<file path="config.mk">
export PLATFORM = sky130hd
export DESIGN_NAME = rtc_write_arbiter
export DESIGN_NICKNAME = d
export VERILOG_FILES = /design/src/rtl/rtc_write_arbiter.sv
export SDC_FILE = /design/constraint.sdc
export NUM_CORES = 1
export LEC_CHECK = 0
export CORE_MARGIN = 2
export CORE_UTILIZATION = 59
export DETAILED_ROUTE_END_ITERATION = 16
export DONT_BUFFER_PORTS = 1
export MAX_ROUTING_LAYER = met4
export PLACE_DENSITY = 0.75
export SYNTH_ARGS = -nofsm -noshare
export SYNTH_HDL_FRONTEND = slang
export SYNTH_SLANG_ARGS = --single-unit
</file>
<file path="constraint.sdc">
create_clock -name clk -period 4.7 [get_ports clk]
set_input_delay 0.94 -clock clk [delete_from_list [all_inputs] [get_ports clk]]
set_output_delay 0.94 -clock clk [all_outputs]
set_load 0.05 [all_outputs]
</file>
<file path="src/rtl/rtc_write_arbiter.sv">
// -----------------------------------------------------------------------------
// rtc_write_arbiter
//
// Shares the single RTC write engine among N_REQ requesters. Requesters are
// served round-robin; each grant becomes one engine transaction (iniciar held
// high with a stable dir/dato until the engine answers with a completion
// pulse). A watchdog aborts transactions whose completion never arrives, and a
// recovery gap of idle cycles follows every transaction.
//
// Parameters
//   N_REQ    number of requesters (2..8)
//   TIMEOUT  maximum RUN cycles waiting for completion before abort (>=1)
//   GAP      idle cycles inserted after each transaction (>=0)
//
// Ports
//   clk        system clock, rising edge
//   reset      asynchronous, active-low reset
//   req        per-requester level request, held until its done/err
//   req_dir    per-requester RTC address, slice i = [8*i+7:8*i]
//   req_dato   per-requester write data, same slicing
//   gnt        one-hot grant, high for the whole transaction
//   done       1-cycle pulse: transaction of requester i completed
//   err        1-cycle pulse: transaction of requester i aborted by timeout
//   iniciar    start/hold strobe to the write engine
//   dir        address to the write engine
//   dato       data to the write engine
//   final_ack  completion pulse from the write engine ("final" is a reserved
//              word in SystemVerilog, so the engine's final signal lands here)
//   busy       high in every state except IDLE
//
// All outputs are registered; there is no combinational input-to-output path.
// -----------------------------------------------------------------------------
module rtc_write_arbiter #(
   parameter int N_REQ   = 4,
   parameter int TIMEOUT = 255,
   parameter int GAP     = 4
) (
   input  logic               clk,
   input  logic               reset,
   input  logic [N_REQ-1:0]   req,
   input  logic [8*N_REQ-1:0] req_dir,
   input  logic [8*N_REQ-1:0] req_dato,
   output logic [N_REQ-1:0]   gnt,
   output logic [N_REQ-1:0]   done,
   output logic [N_REQ-1:0]   err,
   output logic               iniciar,
   output logic [7:0]         dir,
   output logic [7:0]         dato,
   input  logic               final_ack,
   output logic               busy
);

   localparam int PW = (N_REQ > 1) ? $clog2(N_REQ) : 1;
   localparam int TW = $clog2(TIMEOUT + 1);
   localparam int GW = (GAP > 0) ? $clog2(GAP + 1) : 1;

   localparam logic [TW-1:0] TMO_LAST = TW'(TIMEOUT - 1);
   localparam logic [TW-1:0] TMO_MAX  = '1;
   localparam logic [GW-1:0] GAP_LOAD = GW'(GAP);
   localparam logic [GW-1:0] GAP_ONE  = GW'(1);

   typedef enum logic [1:0] {
      S_IDLE,
      S_RUN,
      S_DONE,
      S_GAP
   } state_t;

   state_t        state;
   logic [PW-1:0] rr_ptr;
   logic [TW-1:0] tmo_cnt;
   logic [GW-1:0] gap_cnt;

   // Per-requester views of the packed address/data buses.
   logic [7:0]       dir_slice  [N_REQ];
   logic [7:0]       dato_slice [N_REQ];
   logic [N_REQ-1:0] win_onehot;

   logic          win_found;
   logic [PW-1:0] win_idx;
   logic [PW-1:0] cand;

   for (genvar gi = 0; gi < N_REQ; gi++) begin : g_slice
      assign dir_slice[gi]  = req_dir[8*gi +: 8];
      assign dato_slice[gi] = req_dato[8*gi +: 8];
      assign win_onehot[gi] = (win_idx == PW'(gi));
   end

   // Round-robin pick: first set request searching rr_ptr+1, rr_ptr+2, ...
   // The walk runs from the farthest candidate to the nearest so that the
   // nearest requesting one is the last (and therefore winning) assignment.
   always_comb begin
      win_found = 1'b0;
      win_idx   = '0;
      cand      = '0;
      for (int k = N_REQ; k >= 1; k--) begin
         cand = PW'((int'(rr_ptr) + k) % N_REQ);
         if (req[cand]) begin
            win_found = 1'b1;
            win_idx   = cand;
         end
      end
   end

   always_ff @(posedge clk or negedge reset) begin
      if (!reset) begin
         state   <= S_IDLE;
         rr_ptr  <= PW'(N_REQ - 1);
         tmo_cnt <= '0;
         gap_cnt <= '0;
         gnt     <= '0;
         done    <= '0;
         err     <= '0;
         iniciar <= 1'b0;
         dir     <= 8'h00;
         dato    <= 8'h00;
         busy    <= 1'b0;
      end else begin
         // done/err are single-cycle pulses.
         done <= '0;
         err  <= '0;
         case (state)
            S_IDLE: begin
               if (win_found) begin
                  gnt     <= win_onehot;
                  dir     <= dir_slice[win_idx];
                  dato    <= dato_slice[win_idx];
                  iniciar <= 1'b1;
                  rr_ptr  <= win_idx;
                  tmo_cnt <= '0;
                  busy    <= 1'b1;
                  state   <= S_RUN;
               end
            end

            S_RUN: begin
               // Completion takes priority over a timeout in the same cycle.
               if (final_ack || (tmo_cnt == TMO_LAST)) begin
                  iniciar <= 1'b0;
                  gnt     <= '0;
                  dir     <= 8'h00;
                  dato    <= 8'h00;
                  if (final_ack) begin
                     done <= gnt;
                  end else begin
                     err <= gnt;
                  end
                  state <= S_DONE;
               end else if (tmo_cnt != TMO_MAX) begin
                  tmo_cnt <= tmo_cnt + TW'(1);
               end
            end

            S_DONE: begin
               if (GAP > 0) begin
                  gap_cnt <= GAP_LOAD;
                  state   <= S_GAP;
               end else begin
                  busy  <= 1'b0;
                  state <= S_IDLE;
               end
            end

            S_GAP: begin
               // Requests are deliberately not looked at while recovering.
               if (gap_cnt <= GAP_ONE) begin
                  busy  <= 1'b0;
                  state <= S_IDLE;
               end else begin
                  gap_cnt <= gap_cnt - GW'(1);
               end
            end

            default: begin
               state <= S_IDLE;
            end
         endcase
      end
   end

endmodule

</file>
==> impl_metrics.env <==
export IMPL_fin_crit_sh_pct=51.7
export IMPL_cts_setup_buffers=0
export IMPL_rsz0062_at_grt="no"
export IMPL_fp_dieW_um=73.5
export IMPL_vias=2059
export IMPL_viasPerCell=6.41
export IMPL_synthToLayoutAreaGrowth_pct=3.25
export IMPL_finalSetupViolCount=0
export IMPL_diodes=0
export IMPL_fmax_mhz=412
export IMPL_worstRegToRegCells=5
export IMPL_cap_violations=0
export IMPL_gp_congestion=0.830
export IMPL_crit_path_cell_trace="mux2i_1, o22a_1, o21a_2, mux2i_1, o211ai_1"
export IMPL_cpLargestDelayFamily="compound AO/OA/AOI/OAI gates"
export IMPL_nets=345
export IMPL_timing_rr_start="rr_ptr[1]"
export IMPL_cts_clk_slew_worst_paths_ps=90
export IMPL_drive_gt1_share_pct=14.2
export IMPL_synth_cells=272
export IMPL_worst_slack_ps=2270
export IMPL_r2r_end="dir[5]"
export IMPL_pre_cts_ws_ps=1970
export IMPL_port_buffers=0
export IMPL_initial_core_util_pct=60.7
export IMPL_synth_common_cells="dfrtp_1 (43), mux2i_1 (33), nand2_1 (29)"
export IMPL_syn_nets=351
export IMPL_synth_seq_area_share_pct=39.6
export IMPL_wire_per_inst_um=18.1
export IMPL_ios=101
export IMPL_htree_levels=2
export IMPL_relSlewSlack_pct=29.4
export IMPL_critical_path_class="reg2reg"
export IMPL_synth_edf_count=0
export IMPL_cp_arrival_ps=2610
export IMPL_synth_main_ff_cell="dfrtp_1"
export IMPL_min_path_type="in2async"
export IMPL_hpwl_um=4040
export IMPL_cts_buffers=5
export IMPL_drtAntennaViolNets=0
export IMPL_crit_fanout=35
export IMPL_core_area_mm2=0.00469
export IMPL_p_leak_uw=0.00126
export IMPL_maxSlewViolCount=0
export IMPL_grt_pass1_vias=1930
export IMPL_clkSinkCount=45
export IMPL_synth_avg_cell_area_um2=10.5
export IMPL_synth_top_area_share_pct=37.8
export IMPL_tns_ps=0
export IMPL_synthesis_area_mm2=0.00285
export IMPL_grt_ovfl_total=0
export IMPL_fin_skew_ps=5.99
export IMPL_fin_crit_ps=2430
export IMPL_track_usage_pct=22.5
export IMPL_ys_seq_elements=45
export IMPL_nFillCells=397
export IMPL_clock_path_buffers=2
export IMPL_synth_top_cells_by_area="dfrtp_1 (38%), mux2i_1 (12%), nor3b_1 (6.3%)"
export IMPL_cts_hold_buffers_added=0
export IMPL_grt_max_degree=46
export IMPL_cts_tree="yes"
export IMPL_drtPass1Iterations=4
export IMPL_synth_cell_types=53
export IMPL_root_buffer="clkbuf_8"
export IMPL_yosysWarnings=0
export IMPL_drc_errors=0
export IMPL_clock_latency_ps=300
export IMPL_post_synth_top_count_cell="dfrtp_1"
export IMPL_cp_end_kind="flip-flop"
export IMPL_power_density_mw_per_mm2=653
export IMPL_ir_worst_vdd_mv=0.321
export IMPL_antenna_found_initial=0
export IMPL_tightest_slew_ps=1060
export IMPL_rows=25
export IMPL_crit_top_cell="mux2i_1"
export IMPL_slowest_stage="o21a_2"
export IMPL_cp_slowest_stage_delay_ps=830
export IMPL_critPathBufInv=0
export IMPL_synthArstFlopShare_pct=100
export IMPL_cp_required_ps=4880
export IMPL_synth_area_leader_cell="dfrtp_1"
export IMPL_cts_resized=0
export IMPL_rrSetupSlack_ps=2270
export IMPL_crit_path_start_kind="flip-flop"
export IMPL_hold_violations=0
export IMPL_die_h_um=73.5
export IMPL_grt_pass1_wl_um=9140
export IMPL_status="finished, final reports clean"
export IMPL_drt_wl_total_um=5820
export IMPL_die_area_mm2=0.00540
export IMPL_detail_route_iter0_violations=122
[how the worst max path moves through the flow]
stage / from / to / depth (start not counted)
6_report: rr_ptr[1] / dir[5] / 5
5_1_grt: rr_ptr[1] / dir[5] / 5
4_1_cts: rr_ptr[1] / dir[1] / 5
3_5_place_dp: req[3] / dir[1] / 5
3_3_place_gp: req[2] / dir[5] / 5
2_1_floorplan: req[0] / tmo_cnt[4] / 4
[layout make-up]
cell class / instances / area (um2) / area share (%)
multi-input combinational: 206 / 1580 / 53.6
inverter: 7 / 26.3 / 0.893
clock buffer: 5 / 68.8 / 2.34
timing repair buffer: 1 / 7.51 / 0.255
sequential: 45 / 1130 / 38.4
clock inverter: 3 / 65.1 / 2.21
tap: 54 / 67.6 / 2.30
[through the flow]
step	util (%)	power (uW)	hold WS, ps	cell area (um2)	instances
after floorplan	-	1480	472	2850	272
after global placement	59.8	1560	495	2810	313
after detailed placement	59.8	1590	500	2810	313
after CTS	62.7	1930	317	2940	321
after global routing	62.7	2050	307	2940	321
final	62.7	1920	324	2940	321
[routing by layer]
| layer | vias to the layer above | part of all wire [%] | GRT usage [%] |
|---|---|---|---|
| li1 | 974 | - | - |
| met4 | 0 | 1.3 | 6.87 |
| met5 | - | 0 | - |
| met1 | 1004 | 43 | 28.0 |
| met3 | 7 | 6.6 | 6.31 |
| met2 | 74 | 49 | 35.6 |
[cell usage in the layout (no fill, tap or decap), types with 6 or more instances in the layout]
cell type,instances
dfrtp_1,43
nor2_1,10
inv_1,7
nand3_1,6
nor3b_2,9
nor3b_1,24
ha_1,8
mux2i_1,33
o211ai_1,13
nand2_1,29
o21ai_0,9
[sequential cells by signal (all words and copies together) (netlist names), 3 cells and up]
signal / flops
dir: 8
err: 4
gap_cnt: 3
done: 4
tmo_cnt: 8
dato: 8
gnt: 4
[logic make-up after synthesis]
kind of cell | count (synthesis) | synth area share (%)
DFF | 45 | 39.6
muxes | 34 | 12.0
buffers and inverters | 21 | 5.05
adders and majority gates | 8 | 3.51
and+or+nand+nor | 103 | 23.0
AOI/OAI and AO/OA | 56 | 15.3
xor gates and xnor gates | 5 | 1.54
[worst register-to-register path, cell delays in order (launching register included)]
cell,delay (ps)
dfstp_2,590
mux2i_1,220
o22a_1,190
o21a_2,830
mux2i_1,360
o211ai_1,110
[power breakdown]
group	leakage, uW	total (uW)	switching [uW]	internal [uW]
Sequential	0.000590	847	344	503
Combinational	0.000601	728	439	289
Clock	0.0000681	345	134	211
Total	0.00126	1920	917	1000
Power figures use the tool's default switching activity.
